===== src/rtl/hazard_ctrl_if.sv =====
// Pipeline-side signal bundle for the hazard/sequencing controller.
// The pipeline drives decode/execute status (master); the controller returns
// stall, bubble, flush and halt controls (slave).
interface hazard_ctrl_if;
   logic [3:0] i_idRdReg1;
   logic       i_idRdEn1;
   logic [3:0] i_idRdReg2;
   logic       i_idRdEn2;
   logic       i_exMemRd;
   logic [3:0] i_exWrReg;
   logic       i_exWrEn;
   logic       i_brTaken;
   logic       i_jmp;
   logic       i_hlt;

   logic       o_stallPC;
   logic       o_stallIFID;
   logic       o_bubbleIDEX;
   logic       o_flushIFID;
   logic       o_flushIDEX;
   logic       o_halted;
   logic [1:0] o_state;

   modport master (
      output i_idRdReg1, i_idRdEn1, i_idRdReg2, i_idRdEn2,
      output i_exMemRd, i_exWrReg, i_exWrEn,
      output i_brTaken, i_jmp, i_hlt,
      input  o_stallPC, o_stallIFID, o_bubbleIDEX,
      input  o_flushIFID, o_flushIDEX, o_halted, o_state
   );

   modport slave (
      input  i_idRdReg1, i_idRdEn1, i_idRdReg2, i_idRdEn2,
      input  i_exMemRd, i_exWrReg, i_exWrEn,
      input  i_brTaken, i_jmp, i_hlt,
      output o_stallPC, o_stallIFID, o_bubbleIDEX,
      output o_flushIFID, o_flushIDEX, o_halted, o_state
   );
endinterface


===== src/rtl/hazard_ctrl.sv =====
// Pipeline sequencing controller for the 16-bit 5-stage CPU.
// Detects load-use hazards, applies branch/jump flushes and drains the
// pipeline on halt so the register file is fully written before o_halted.
//
//   state   | meaning
//   --------+------------------------------------------------------------
//   RUN     | normal flow; hazard, halt and jump decode are evaluated
//   LDSTALL | remaining load-use interlock cycles (PC and IF/ID held)
//   DRAIN   | halt decoded; fetch blocked while EX/MEM/WB empty out
//   HALTED  | pipeline drained, CPU stopped; only reset leaves
module hazard_ctrl #(
   parameter int LD_STALL_CYCLES = 1,
   parameter int DRAIN_CYCLES    = 3
) (
   input logic          i_clk,
   input logic          i_rst,
   hazard_ctrl_if.slave bus
);

   typedef enum logic [1:0] {
      RUN     = 2'd0,
      LDSTALL = 2'd1,
      DRAIN   = 2'd2,
      HALTED  = 2'd3
   } state_t;

   // The hazard cycle in RUN counts as the first stall cycle, so LDSTALL
   // only covers the remainder.
   localparam logic [3:0] LdInit    = 4'(LD_STALL_CYCLES - 1);
   localparam logic [3:0] DrainInit = 4'(DRAIN_CYCLES);

   state_t     stateQ;
   state_t     stateNext;
   logic [3:0] stallCntQ;
   logic [3:0] stallCntNext;
   logic [3:0] drainCntQ;
   logic [3:0] drainCntNext;
   logic       haltedQ;

   logic       haz;
   logic       match1;
   logic       match2;
   logic       brFlush;

   // Load-use hazard: a load in EX targets a register ID is reading; r0 never hazards.
   always_comb begin
      match1 = bus.i_idRdEn1 & (bus.i_idRdReg1 == bus.i_exWrReg);
      match2 = bus.i_idRdEn2 & (bus.i_idRdReg2 == bus.i_exWrReg);
      haz    = bus.i_exMemRd & bus.i_exWrEn & (bus.i_exWrReg != 4'd0) & (match1 | match2);
   end

   // A taken branch overrides everything except reset and the HALTED state.
   always_comb begin
      brFlush = bus.i_brTaken & (stateQ != HALTED);
   end

   // State, counter and halted-flag registers.
   always_ff @(posedge i_clk) begin
      if (i_rst) begin
         stateQ    <= RUN;
         stallCntQ <= 4'd0;
         drainCntQ <= 4'd0;
         haltedQ   <= 1'b0;
      end else begin
         stateQ    <= stateNext;
         stallCntQ <= stallCntNext;
         drainCntQ <= drainCntNext;
         haltedQ   <= (stateNext == HALTED);
      end
   end

   // Next-state and counter logic.
   always_comb begin
      stateNext    = stateQ;
      stallCntNext = stallCntQ;
      drainCntNext = drainCntQ;

      if (brFlush) begin
         // Any pending halt was on the wrong path; drop it with the stall.
         stateNext    = RUN;
         stallCntNext = 4'd0;
         drainCntNext = 4'd0;
      end else begin
         case (stateQ)
            RUN: begin
               if (haz) begin
                  if (LD_STALL_CYCLES > 1) begin
                     stateNext    = LDSTALL;
                     stallCntNext = LdInit;
                  end
               end else if (bus.i_hlt) begin
                  stateNext    = DRAIN;
                  drainCntNext = DrainInit;
               end
            end
            LDSTALL: begin
               if (stallCntQ <= 4'd1) begin
                  stateNext    = RUN;
                  stallCntNext = 4'd0;
               end else begin
                  stallCntNext = stallCntQ - 4'd1;
               end
            end
            DRAIN: begin
               if (drainCntQ <= 4'd1) begin
                  stateNext    = HALTED;
                  drainCntNext = 4'd0;
               end else begin
                  drainCntNext = drainCntQ - 4'd1;
               end
            end
            HALTED: begin
               stateNext = HALTED;
            end
            default: begin
               stateNext    = RUN;
               stallCntNext = 4'd0;
               drainCntNext = 4'd0;
            end
         endcase
      end
   end

   // Pipeline control outputs, decoded from the current state and inputs.
   always_comb begin
      bus.o_stallPC    = 1'b0;
      bus.o_stallIFID  = 1'b0;
      bus.o_bubbleIDEX = 1'b0;
      bus.o_flushIFID  = 1'b0;
      bus.o_flushIDEX  = 1'b0;

      if (!i_rst) begin
         if (brFlush) begin
            bus.o_flushIFID = 1'b1;
            bus.o_flushIDEX = 1'b1;
         end else begin
            case (stateQ)
               RUN: begin
                  if (haz) begin
                     bus.o_stallPC    = 1'b1;
                     bus.o_stallIFID  = 1'b1;
                     bus.o_bubbleIDEX = 1'b1;
                  end else if (bus.i_hlt) begin
                     // Halt moves into EX untouched; fetch blocking starts in DRAIN.
                     bus.o_stallPC = 1'b0;
                  end else if (bus.i_jmp) begin
                     bus.o_flushIFID = 1'b1;
                  end
               end
               LDSTALL: begin
                  bus.o_stallPC    = 1'b1;
                  bus.o_stallIFID  = 1'b1;
                  bus.o_bubbleIDEX = 1'b1;
               end
               DRAIN, HALTED: begin
                  bus.o_stallPC   = 1'b1;
                  bus.o_flushIFID = 1'b1;
               end
               default: begin
                  bus.o_stallPC = 1'b0;
               end
            endcase
         end
      end
   end

   // Registered status outputs.
   always_comb begin
      bus.o_halted = haltedQ;
      bus.o_state  = stateQ;
   end

endmodule


===== src/flat_wrapper.sv =====
// flat-port wrapper written by rule: the top's interface ports become plain ports
module hazard_ctrl_flat 
#(
   parameter int LD_STALL_CYCLES = 1,
   parameter int DRAIN_CYCLES    = 3
)
  (i_clk, i_rst, bus_i_idRdReg1, bus_i_idRdEn1, bus_i_idRdReg2, bus_i_idRdEn2, bus_i_exMemRd, bus_i_exWrReg, bus_i_exWrEn, bus_i_brTaken, bus_i_jmp, bus_i_hlt, bus_o_stallPC, bus_o_stallIFID, bus_o_bubbleIDEX, bus_o_flushIFID, bus_o_flushIDEX, bus_o_halted, bus_o_state);
  hazard_ctrl_if bus_i ();
  input logic i_clk;
  input logic i_rst;
  input wire logic [$bits(bus_i.i_idRdReg1)-1:0] bus_i_idRdReg1;
  input wire logic [$bits(bus_i.i_idRdEn1)-1:0] bus_i_idRdEn1;
  input wire logic [$bits(bus_i.i_idRdReg2)-1:0] bus_i_idRdReg2;
  input wire logic [$bits(bus_i.i_idRdEn2)-1:0] bus_i_idRdEn2;
  input wire logic [$bits(bus_i.i_exMemRd)-1:0] bus_i_exMemRd;
  input wire logic [$bits(bus_i.i_exWrReg)-1:0] bus_i_exWrReg;
  input wire logic [$bits(bus_i.i_exWrEn)-1:0] bus_i_exWrEn;
  input wire logic [$bits(bus_i.i_brTaken)-1:0] bus_i_brTaken;
  input wire logic [$bits(bus_i.i_jmp)-1:0] bus_i_jmp;
  input wire logic [$bits(bus_i.i_hlt)-1:0] bus_i_hlt;
  output wire logic [$bits(bus_i.o_stallPC)-1:0] bus_o_stallPC;
  output wire logic [$bits(bus_i.o_stallIFID)-1:0] bus_o_stallIFID;
  output wire logic [$bits(bus_i.o_bubbleIDEX)-1:0] bus_o_bubbleIDEX;
  output wire logic [$bits(bus_i.o_flushIFID)-1:0] bus_o_flushIFID;
  output wire logic [$bits(bus_i.o_flushIDEX)-1:0] bus_o_flushIDEX;
  output wire logic [$bits(bus_i.o_halted)-1:0] bus_o_halted;
  output wire logic [$bits(bus_i.o_state)-1:0] bus_o_state;
  assign bus_i.i_idRdReg1 = bus_i_idRdReg1;
  assign bus_i.i_idRdEn1 = bus_i_idRdEn1;
  assign bus_i.i_idRdReg2 = bus_i_idRdReg2;
  assign bus_i.i_idRdEn2 = bus_i_idRdEn2;
  assign bus_i.i_exMemRd = bus_i_exMemRd;
  assign bus_i.i_exWrReg = bus_i_exWrReg;
  assign bus_i.i_exWrEn = bus_i_exWrEn;
  assign bus_i.i_brTaken = bus_i_brTaken;
  assign bus_i.i_jmp = bus_i_jmp;
  assign bus_i.i_hlt = bus_i_hlt;
  assign bus_o_stallPC = bus_i.o_stallPC;
  assign bus_o_stallIFID = bus_i.o_stallIFID;
  assign bus_o_bubbleIDEX = bus_i.o_bubbleIDEX;
  assign bus_o_flushIFID = bus_i.o_flushIFID;
  assign bus_o_flushIDEX = bus_i.o_flushIDEX;
  assign bus_o_halted = bus_i.o_halted;
  assign bus_o_state = bus_i.o_state;
  hazard_ctrl #(.LD_STALL_CYCLES(LD_STALL_CYCLES), .DRAIN_CYCLES(DRAIN_CYCLES)) u_core (.i_clk(i_clk), .i_rst(i_rst), .bus(bus_i));
endmodule

===== config.mk =====
export PLATFORM = sky130hd
export DESIGN_NAME = hazard_ctrl_flat
export DESIGN_NICKNAME = d
export VERILOG_FILES = /design/src/rtl/hazard_ctrl_if.sv /design/src/rtl/hazard_ctrl.sv /design/src/flat_wrapper.sv
export SDC_FILE = /design/constraint.sdc
export NUM_CORES = 1
export LEC_CHECK = 0
export ABC_AREA = 1
export ABC_CLOCK_PERIOD_IN_PS = 1500
export BUFFER_PORTS_ARGS = -buffer_cell sky130_fd_sc_hd__buf_2
export CAP_MARGIN = 5
export CORE_MARGIN = 1
export CORE_UTILIZATION = 40
export DETAILED_ROUTE_END_ITERATION = 10
export PLACE_DENSITY_LB_ADDON = 0.2
export SETUP_SLACK_MARGIN = 0.05
export SLEW_MARGIN = 10
export SYNTH_ARGS = -nofsm -noshare
export SYNTH_HDL_FRONTEND = slang
export SYNTH_SLANG_ARGS = --single-unit

===== constraint.sdc =====
create_clock -name i_clk -period 1.5 [get_ports i_clk]
set_input_delay 0.225 -clock i_clk [delete_from_list [all_inputs] [get_ports i_clk]]
set_output_delay 0.225 -clock i_clk [all_outputs]
set_load 0.1 [all_outputs]

Yosys cells after proc, flatten, opt, wreduce, memory -nomap -nowiden
Index checks and enable logic that the tools add are counted.
{"block": "op_classes", "addsub": 2, "n_lt_le_gt_ge": 2, "n_eq_ne": 9, "mux": 26, "bitwise_logic": 7, "reduce_logical": 7}
{"operator": "$mux 4", "n": 4}
{"operator": "$mux 1", "n": 12}
{"operator": "$mux 2", "n": 5}
{"operator": "$eq 4x4->1", "n": 2}
{"operator": "$le 4x1->1 const B", "n": 2}
{"operator": "$pmux 2 s4", "n": 1}
{"operator": "$pmux 4 s2", "n": 1}
{"operator": "$sub 4x1->4 const B", "n": 2}
{"operator": "$and 1x1->1", "n": 6}
{"operator": "$eq 2x2->1 const B", "n": 3}
{"operator": "$ne 2x2->1 const B", "n": 3}
{"operator": "$pmux 1 s2", "n": 3}
{"operator": "$reduce_bool 4->1", "n": 1}
{"operator": "$reduce_or 2->1", "n": 2}
{"operator": "$reduce_and 3->1", "n": 1}
{"operator": "$reduce_or 3->1", "n": 1}
{"operator": "$eq 2x1->1 const B", "n": 1}
{"operator": "$logic_not 2->1", "n": 1}
{"operator": "$reduce_bool 2->1", "n": 1}
{"operator": "$or 1x1->1", "n": 1}
{"block": "word_totals", "reg_bits": 11, "in_bits": 21, "word_cells": 57}

Logic depth before layout (Yosys ltp)
Gate-level depths: netlist of the first run.
{"block": "depth", "word_depth": 8, "ltp_mapped": 11, "ltp_nobuf": 11}

Least setup slack after synthesis of the first run
OpenSTA, ideal clock, no wires.
{"block": "synth_path", "kind": "flip-flop to output port", "from": "reg u_core.stateQ[1], in the netlist u_core.bus.o_state[1]", "to": "out bus_o_stallIFID", "arrival_time_ps": 3705, "required_time_ps": 1275, "path_slack_ps": -2430, "stages_incl_launch_ff": 8, "n_path_buf": 1, "path_cell_list": "dfxtp_1 inv_1 o21ai_2 inv_2 nor2_8 inv_2 a21oi_1 buf_4"}
{"block": "synth_via", "elab_chain_len": 4, "word_cells_on_any_way": 7, "classes_between": "eq/ne: 2; mux: 3; bitwise: 1; reduce/logical: 1"}
{"element": "from (decl)", "line_no": "hazard_ctrl.sv:32", "source": "state_t stateQ;"}
{"element": "from (signal assigned)", "line_no": "hazard_ctrl.sv:65", "source": "stateQ <= stateNext;"}
{"element": "$eq 2x1->1 (tied with other cells)"}
{"element": "$pmux 1 s2 or $and 1x1->1 (tied branches)"}
{"element": "$mux 1 (*) (2 in a row)"}
{"element": "to (decl)", "line_no": "flat_wrapper.sv:22", "source": "output wire logic [$bits(bus_i.o_stallIFID)-1:0] bus_o_stallIFID;"}
Every way passes the cells marked *; elsewhere a longest branch is shown, timed or not.

Worst setup path after layout of the first run
{"block": "layout_path", "from": "reg u_core.stateQ[1], in the netlist u_core.bus.o_state[1]", "to": "out bus_o_flushIFID"}
{"block": "layout_via", "elab_chain_len": 5, "word_cells_on_any_way": 9, "classes_between": "eq/ne: 3; mux: 3; bitwise: 1; reduce/logical: 2"}
{"element": "$eq 2x2->1", "line_no": "hazard_ctrl.sv:137", "source": "case (stateQ)"}
{"element": "$reduce_or 2->1", "line_no": "hazard_ctrl.sv:137"}
{"element": "$pmux 1 s2", "line_no": "hazard_ctrl.sv:137"}
{"element": "$mux 1 (*)", "line_no": "hazard_ctrl.sv:133", "source": "if (brFlush) begin"}
{"element": "$mux 1 (*)", "line_no": "hazard_ctrl.sv:132", "source": "if (!i_rst) begin"}
{"element": "to (decl)", "line_no": "flat_wrapper.sv:24", "source": "output wire logic [$bits(bus_i.o_flushIFID)-1:0] bus_o_flushIFID;"}
Marked as above.

==> reports/results.ini, run 1 <==
[setup_path]
r2r_slack_ns = -0.13
slowest_delay_ns = 0.36
endpoint_kind = output port
slowest_stage = dfxtp_4
startpoint_type = flop
r2r_end = u_core.stallCntQ[1]
worstReg2RegStart = u_core.bus.o_state[1]
crit_required_ns = 1.27
crit_fanout = 2
r2r_cells = 10
critPathBufInv = 3
path_cells = nor2_4, inv_1, or2_1, inv_2, nand2_2, a21oi_2, nand3_1, o21ai_2, buf_12
cp_top_family = simple AND/OR/NAND/NOR gates
crit_arrival_ns = 1.76
criticalPathCategory = flop to output port

[clock_network]
numCtsBuffers = 3
clockRootBuffer = clkbuf_4
clock_latency_ns = 0.29
cts_sinks = 11
tritoncts = yes
clock_path_buffers = 2
cts_max_level = 1
clkSlewWorstSetupHoldPaths_ns = 0.07
ctsHoldBuffers = 0

[hold_path]
hp-start = i_rst
hold_depth = 2
hold_path_end = u_core.bus.o_state[1]
hp-class = input pin to flop

[placed_design]
dpl.cell_count = 198
globalplace.congestion = 0.8171
dp_hpwl_um = 1762
dp_slack_ns = -0.1671
port_buffers = 28

[global_route]
grt_overflow = 0
grt_use_total_pct = 23.56
grt_start_max_net_pins = 7
grt_pass1_vias = 850
grt_first_pass_wirelength_um = 3532
antenna_found_initial = 0

[final_layout]
fin_util_pct = 75.19
layout-drive-gt1-share_pct = 44.57
stdcell_count = 209
final_cell_mix = nand2_1 (31), buf_2 (21), inv_1 (20)
synthToLayoutAreaGrowth_pct = 68.31
finalNetCount = 210
mostFrequentLayoutCell = nand2_1
diodes = 0

[synthesis]
syn-mean-instance-area_um2 = 6.115
syn-instance-count = 133
syn_area_um2 = 813.3
yosysWarnings = 0
ys_types = 24
synth-seq-cells = 11
yosysSeqAreaShare_pct = 27.08
syn_nets = 158

[timing]
fin_crit_sh_pct = 132.5
slew-limit-headroom_pct = 67.43
setup_ws_ns = -0.4868
timing.final.crit_period_ns = 1.987
setup_tns_ns = -2.266
max_freq_ghz = 0.5033
fin_worst_skew_ns = 0.003021
rsz0062_at_grt = true
setup-violations-final = 10
final_max_slew_viol_count = 0
hold_viol = 0
worst_pin_slew_ns = 0.4920

[detailed_routing]
wire_per_inst_um = 14.20
drc = 0
ant_nets = 0
top_layer = met4
routed_wl_um = 2968
route.met3.wl_um = 154
num_vias = 1054
wl_met1_um = 1164
met2_length_um = 1480
viasPerCell = 5.043
first_pass_iters = 4
first_iter_violations = 45

[pwr]
leakage_uw = 0.0006529
power.density_nw_per_um2 = 635.0
p_total_uw = 869.2
ir_drop_mv = 0.6763

[flow_run]
max_cap_viol_count = 0

[die]
initial_core_util_pct = 44.67
fp.dieH_um = 47.09
dieArea_um2 = 2217
rows = 15
pin_count = 29
die_width_um = 47.09
core-area_um2 = 1821

[run_status]
failed_checks = negative setup slack
status = finished with violations

## routing by layer
layer	GRT usage, %	up-vias
li1	-	515
met1	26.27	476
met2	42.22	48
met3	5.769	15
met4	10.29	0
met5	0	-
## timing repair
item	in CTS	in global routing
setup buffers	1	7
pin swaps	4	12
setup endpoints to repair	8	10
hold endpoints to repair	0	0
resized for setup	12	19
## cell usage after synthesis
cell type   n  share of area (%)
a211oi_1    1               0.92
a211oi_2    1                1.5
a21oi_1     8                4.9
a31oi_1     1               0.77
buf_4       1               0.92
dfxtp_1    11                 27
ha_1        4                6.2
inv_1      23                 11
inv_2       3                1.4
nand2_1    32                 15
nand3_1     7                4.3
nand4_1     1               0.77
nor2_1     24                 11
nor2_8      1                2.5
nor3_1      2                1.2
nor4_1      1               0.77
o211ai_1    1               0.92
o21ai_0     3                1.8
o21ai_1     1               0.61
o21ai_2     1                1.1
or2_0       1               0.77
or2_1       1               0.77
xnor2_1     3                3.2
xor2_1      1                1.1
## kinds of logic after synthesis
family	after synthesis	share of synthesized area, %
and+or+nand+nor	70	36.93
buffers and inverters	27	12.92
AOI/OAI and AO/OA	17	12.62
DFF	11	27.08
xor gates and xnor gates	4	4.308
adders and majority gates	4	6.154
## state kept, by name, summed over array words and instances (netlist names)
signal	count
u_core.bus.o_halted	1
u_core.drainCntQ	4
u_core.stallCntQ	4
u_core.bus.o_state	2
## worst max path at each step
stage                                     start          endpoint  slack (ns)  depth (start not counted)
after global placement         bus_i_exWrReg[1]  bus_o_bubbleIDEX       -0.11                         10
final                     u_core.bus.o_state[1]   bus_o_flushIFID       -0.49                          9
after detailed placement  u_core.bus.o_state[0]   bus_o_flushIFID       -0.17                          9
after global routing      u_core.bus.o_state[1]   bus_o_flushIFID       -0.57                          9
after floorplan           u_core.bus.o_state[1]   bus_o_stallIFID       -0.63                          7
after CTS                 u_core.bus.o_state[0]   bus_o_flushIFID       -0.41                          9
## where the power goes
part / switching [µW] / internal, µW / leakage [µW]
clock network: 119 / 104 / 0.0000150
registers: 6.72 / 299 / 0.0000922
logic: 200 / 141 / 0.000546
total: 326 / 544 / 0.000653
## stage by stage
step | hold slack (ns) | instance area [µm²]
6_report | 0.2510 | 1369
5_1_grt | 0.2616 | 1369
3_3_place_gp | 0.4822 | 1191
2_1_floorplan | 0.2877 | 867.1
4_1_cts | 0.2254 | 1259
3_5_place_dp | 0.4849 | 1191
## cell type report
type                    count  area [µm²]
fillers                   135       451.7
clock buffers               4       26.28
repair buffers             48       385.4
flip-flops and latches     11       231.5
well taps                  25       31.28
inverters                  26       105.1
multi-input cells          95       589.3
No activity file was read; power rests on OpenSTA's default activity.
==> run 2, diff against run 1 <==
--- a/config.mk
+++ b/config.mk
@@ -6,9 +6,9 @@
 export NUM_CORES = 1
 export LEC_CHECK = 0
 export ABC_AREA = 1
-export ABC_CLOCK_PERIOD_IN_PS = 1500
+export ABC_CLOCK_PERIOD_IN_PS = 2040
 export BUFFER_PORTS_ARGS = -buffer_cell sky130_fd_sc_hd__buf_2
-export CAP_MARGIN = 5
+export CAP_MARGIN = 20
 export CORE_MARGIN = 1
 export CORE_UTILIZATION = 40
 export DETAILED_ROUTE_END_ITERATION = 10
==> constraint.sdc (replaced) <==
create_clock -name i_clk -period 2.04 [get_ports i_clk]
set_input_delay 0.306 -clock i_clk [delete_from_list [all_inputs] [get_ports i_clk]]
set_output_delay 0.306 -clock i_clk [all_outputs]
set_load 0.1 [all_outputs]
==> run 2 against run 1 <==
Against the previous run:
- the run now ends clean
- register-to-register slack improved by 0.54 ns
- largest power group is now sequential cells
- sequential share of layout area increased by 3.1 points
- largest cell class unchanged
- count of clock-buffer cells in the layout unchanged
==> reports/results.ini, run 2 (same netlist as run 1, synthesis figures left out) <==
[run_status]
status = finished clean

[detailed_routing]
met2_length_um = 818  ; -45%
top_layer = met4
num_vias = 881  ; -16%
routed_wl_um = 1819  ; -39%
first_pass_iters = 4  ; unchanged
first_iter_violations = 14  ; -69%
route.met3.wl_um = 82  ; -47%
drc = 0  ; unchanged
wl_met1_um = 911  ; -22%
viasPerCell = 4.637  ; -8.1%
ant_nets = 0  ; unchanged
wire_per_inst_um = 9.574  ; -33%

[pwr]
power.density_nw_per_um2 = 490.1  ; -23%
p_comb_share_pct = 33.0  ; -6.2 points
p_switching_uw = 195.5  ; -40%
leakage_uw = 0.0005504  ; -16%
p_sw_share_pct = 35.11  ; -2.3 points
ir_drop_mv = 0.4425  ; -35%
seq_power_share_pct = 40.6  ; +5.4 points
p_int_uw = 361.3  ; -34%
clkPwrFrac_pct = 26.4  ; +0.7 points

[clock_network]
clockRootBuffer = clkbuf_4
ctsHoldBuffers = 0  ; unchanged
tritoncts = yes
clock_path_buffers = 2  ; unchanged
cts_max_level = 1  ; unchanged
clkSlewWorstSetupHoldPaths_ns = 0.07  ; about the same
clock_latency_ns = 0.27  ; -0.02 ns
cts_sinks = 11  ; unchanged
numCtsBuffers = 3  ; unchanged

[final_layout]
synthToLayoutAreaGrowth_pct = 39.69
layout-drive-gt1-share_pct = 30.30  ; -14 points
finalNetCount = 191  ; -9.0%
regArea_um2 = 227.7  ; -1.6%
final_cell_mix = nand2_1 (31), buf_2 (24), nor2_1 (22)
stdcell_count = 190  ; -9.1%
diodes = 0  ; unchanged
fillCellCount = 186  ; +38%
multi_input_comb_area_um2 = 540.5  ; -8.3%
mostFrequentLayoutCell = nand2_1
fin_util_pct = 62.41  ; -13 points

[setup_path]
r2r_slack_ns = 0.41  ; +0.54 ns
crit_required_ns = 1.73  ; +0.46 ns
criticalPathCategory = flop to output port
endpoint_kind = output port
startpoint_type = flop
crit_arrival_ns = 1.63  ; -0.13 ns
crit_fanout = 7  ; +5

[hold_path]
hp-class = input pin to flop

[global_route]
grt_first_pass_wirelength_um = 3077  ; -13%
antenna_found_initial = 0  ; unchanged
grt_pass1_vias = 757  ; -11%
grt_use_total_pct = 19.49  ; -4.1 points
grt_overflow = 0  ; unchanged
grt_start_max_net_pins = 8  ; +1

[timing]
worst_pin_slew_ns = 0.4837  ; -0.008233 ns
final_max_slew_viol_count = 0  ; unchanged
hold_viol = 0  ; unchanged
slew-limit-headroom_pct = 67.97  ; +0.55 points
timing.final.crit_period_ns = 1.938
setup-violations-final = 0  ; -10
max_freq_ghz = 0.5159
fin_worst_skew_ns = 0.004812  ; +0.001791 ns
fin_crit_sh_pct = 95.01
rsz0062_at_grt = true

[placed_design]
dp_hpwl_um = 1490  ; -15%
globalplace.congestion = 0.8765  ; +7.3%
dpl.cell_count = 185  ; -6.6%
port_buffers = 28  ; unchanged

[die]
die_width_um = 47.09  ; unchanged
rows = 15  ; unchanged
core-area_um2 = 1821  ; unchanged
fp.dieH_um = 47.09  ; unchanged
initial_core_util_pct = 44.67  ; unchanged
pin_count = 29  ; unchanged
dieArea_um2 = 2217  ; unchanged

[flow_run]
max_cap_viol_count = 0  ; unchanged

==> run 2: cell types whose count changed in the layout (fill, tap and decap cells not counted), sizes merged <==
cell,delta
buf,-17
clkbuf,-2
==> run 2: critical path, cell delays in order (launching register included) <==
cell and delay [ns]:
dfxtp_4 0.40, inv_2 0.08, o21ai_4 0.20, inv_2 0.09, nor2_8 0.14, inv_4 0.06, a21oi_4 0.19, buf_12 0.20
==> run 2: power groups by stage <==
stage          logic [µW]  clock network [µW]  registers (µW)
2_1_floorplan         112                   0             241
3_3_place_gp          174                   0             230
3_5_place_dp          177                   0             230
4_1_cts               179                 149             226
5_1_grt               204                 164             227
6_report              184                 147             226
==> run 2: worst paths after layout <==
| path | start | to | cells past startpoint |
|---|---|---|---|
| worst max-delay path | u_core.bus.o_state[0] | bus_o_bubbleIDEX | 7 |
| worst min-delay path | i_rst | u_core.bus.o_state[1] | 2 |
| worst max register to register | u_core.drainCntQ[0] | u_core.drainCntQ[3] | 10 |
| worst min register to register | u_core.stallCntQ[0] | u_core.stallCntQ[0] | 2 |
==> run 2: timing repair <==
| action | 4_1_cts | 5_1_grt |
|---|---|---|
| cloned | 0 | 0 |
| hold endpoints to repair | 0 | 0 |
| pin swaps | 0 | 2 |
| resized for setup | 2 | 6 |
| buffers inserted | 0 | 1 |
| endpoints found under the setup margin | 1 | 3 |
==> run 2: area by class of cell <==
type | count | area share [%]
Inverter | 26 | 9.031
Timing Repair Buffer | 29 | 18.28
Clock buffer | 4 | 2.313
Tap cell | 25 | 2.753
Sequential cell | 11 | 20.04
Multi-Input combinational cell | 95 | 47.58
==> run 2: metrics by stage <==
step	worst slack (ns)	area, µm²	setup TNS (ns)	hold WS (ns)	total power [µW]
2_1_floorplan	-0.1791	864.6	-0.5146	0.3687	353.2
3_3_place_gp	0.2056	1076	0	0.4766	404.8
3_5_place_dp	0.1884	1076	0	0.4854	407.6
4_1_cts	0.06045	1110	0	0.3284	553.5
5_1_grt	0.002373	1136	0	0.3458	594.4
6_report	0.1017	1136	0	0.3353	556.7
==> run 2: layer usage <==
layer	up-vias	GRT usage, %
met5	-	0
met4	0	3.429
met3	2	5.769
li1	480	-
met1	377	26.85
met2	22	30.56
==> run 3, diff against run 2 <==
--- a/config.mk
+++ b/config.mk
@@ -12,7 +12,7 @@
 export CORE_MARGIN = 1
 export CORE_UTILIZATION = 40
 export DETAILED_ROUTE_END_ITERATION = 10
-export PLACE_DENSITY_LB_ADDON = 0.2
+export PLACE_DENSITY = 0.67
 export SETUP_SLACK_MARGIN = 0.05
 export SLEW_MARGIN = 10
 export SYNTH_ARGS = -nofsm -noshare
==> run 3 against run 2 <==
Against the previous run:
- worst setup slack better by 0.0029 ns
- via count increased by 2.3%
- sequential power about the same
- highest routed layer unchanged
- total power rose by 1.1%
==> reports/results.ini, run 3 (same netlist as run 1, synthesis figures left out) <==
[final_layout]
final_area_um2 = 1159  ; +2.0%
diodes = 0  ; unchanged
layout-drive-gt1-share_pct = 31.36  ; +1.1 points
synthToLayoutAreaGrowth_pct = 42.46
finalNetCount = 195  ; +2.1%
mostFrequentLayoutCell = nand2_1
final_cell_mix = nand2_1 (32), buf_2 (24), nor2_1 (22)

[detailed_routing]
drc = 0  ; unchanged
num_vias = 901  ; +2.3%
first_iter_violations = 9  ; -5
top_layer = met4
wire_per_inst_um = 9.778  ; +2.1%
viasPerCell = 4.644  ; +0.16%
ant_nets = 0  ; unchanged
first_pass_iters = 4  ; unchanged
wl_met1_um = 944  ; +3.6%
route.met3.wl_um = 84  ; +2.4%
met2_length_um = 854  ; +4.4%
routed_wl_um = 1897  ; +4.3%

[timing]
rsz0062_at_grt = true
final_max_slew_viol_count = 0  ; unchanged
timing.final.crit_period_ns = 1.935  ; -0.002883 ns
worst_pin_slew_ns = 0.4847  ; +0.0009871 ns
slew-limit-headroom_pct = 67.91  ; about the same
fin_crit_sh_pct = 94.87  ; -0.14 points
hold_viol = 0  ; unchanged
setup_tns_ns = 0  ; unchanged
max_freq_ghz = 0.5167  ; +0.15%
setup-violations-final = 0  ; unchanged
fin_worst_skew_ns = 0.003763  ; -0.001049 ns

[hold_path]
hp-class = input pin to flop
hold_depth = 2  ; unchanged
hp-start = i_rst

[setup_path]
critPathLaunch = u_core.bus.o_state[1]
worst-path-stages = 9  ; +2
slowest_delay_ns = 0.37  ; -0.03 ns
critPathBufInv = 3  ; -1
crit_fanout = 4  ; -3
r2r_cells = 10  ; unchanged
crit_arrival_ns = 1.63  ; about the same
cp_top_family = simple AND/OR/NAND/NOR gates
worstReg2RegStart = u_core.drainCntQ[0]
criticalPathCategory = flop to output port
crit_required_ns = 1.73  ; about the same
startpoint_type = flop
endpoint_kind = output port
slowest_stage = dfxtp_4
path_cells = nor2_4, inv_1, or2_1, inv_2, nand2_1, a21oi_2, nand3_1, o21ai_2, buf_12

[clock_network]
clockRootBuffer = clkbuf_4
clock_path_buffers = 2  ; unchanged
numCtsBuffers = 3  ; unchanged
cts_sinks = 11  ; unchanged
clock_latency_ns = 0.26  ; about the same
tritoncts = yes
clkSlewWorstSetupHoldPaths_ns = 0.07  ; about the same
cts_max_level = 1  ; unchanged

[global_route]
grt_use_total_pct = 20.60  ; +1.1 points
antenna_found_initial = 0  ; unchanged
grt_first_pass_wirelength_um = 3187  ; +3.6%
grt_overflow = 0  ; unchanged
grt_pass1_vias = 786  ; +3.8%
grt_start_max_net_pins = 8  ; unchanged

[placed_design]
dp_hpwl_um = 1566  ; +5.0%
dpl_cell_area_um2 = 1076  ; unchanged
port_buffers = 28  ; unchanged
globalplace.congestion = 0.8995  ; +2.6%

[die]
dieArea_um2 = 2217  ; unchanged
core-area_um2 = 1821  ; unchanged
initial_core_util_pct = 44.67  ; unchanged
die_width_um = 47.09  ; unchanged
rows = 15  ; unchanged
fp.dieH_um = 47.09  ; unchanged
pin_count = 29  ; unchanged

[pwr]
ir_drop_mv = 0.4198  ; -5.1%
power.density_nw_per_um2 = 485.6  ; -0.91%
leakage_uw = 0.0005686  ; +3.3%
p_total_uw = 562.6  ; +1.1%

[run_status]
status = finished clean

[flow_run]
max_cap_viol_count = 0  ; unchanged

[run 3: changes by cell type in the layout (fill, tap and decap cells not counted), sizes merged]
cell and change:
buf +4
[run 3: area by class of cell]
class	instances	area, µm²
Sequential cell	11	227.7
Tap cell	25	31.28
Multi-Input combinational cell	95	533.0
Clock buffer	4	26.28
Fill cell	184	661.9
Timing Repair Buffer	33	237.7
Inverter	26	102.6
[run 3: per-stage QoR]
| stage | cells | util, % | setup slack (ns) | hold slack, ns |
|---|---|---|---|---|
| 5_1_grt | 194 | 63.64 | 0.002848 | 0.3552 |
| 3_5_place_dp | 185 | 59.11 | 0.1653 | 0.4848 |
| 4_1_cts | 189 | 60.96 | 0.06347 | 0.3468 |
| 2_1_floorplan | 133 | - | -0.1791 | 0.3687 |
| 3_3_place_gp | 185 | 59.11 | 0.2070 | 0.4777 |
| 6_report | 194 | 63.64 | 0.1046 | 0.3609 |
[run 3: layer usage]
layer / up-vias / track usage, %
met5: - / 0
met4: 0 / 5.143
met3: 2 / 5.769
met2: 18 / 34.44
met1: 396 / 26.16
li1: 485 / -
[run 3: where the power goes]
part / total [µW] / switching (µW) / internal (µW) / leakage [µW]
sequential: 226 / 6.50 / 220 / 0.0000908
combinational: 191 / 120 / 70.8 / 0.000463
clock: 145 / 69.7 / 75.6 / 0.0000150
total: 563 / 197 / 366 / 0.000569
[run 3: repair_timing]
action,4_1_cts,5_1_grt
setup buffers,0,5
endpoints found under the setup margin,1,3
hold buffers,0,0
gates resized for setup,2,4
pin swaps,0,3
[run 3: final timing paths]
path              slack [ns]                    end
setup reg to reg        0.44    u_core.drainCntQ[3]
hold reg to reg         0.50    u_core.stallCntQ[0]
setup / recovery        0.10        bus_o_flushIFID
hold / removal          0.36  u_core.bus.o_state[1]
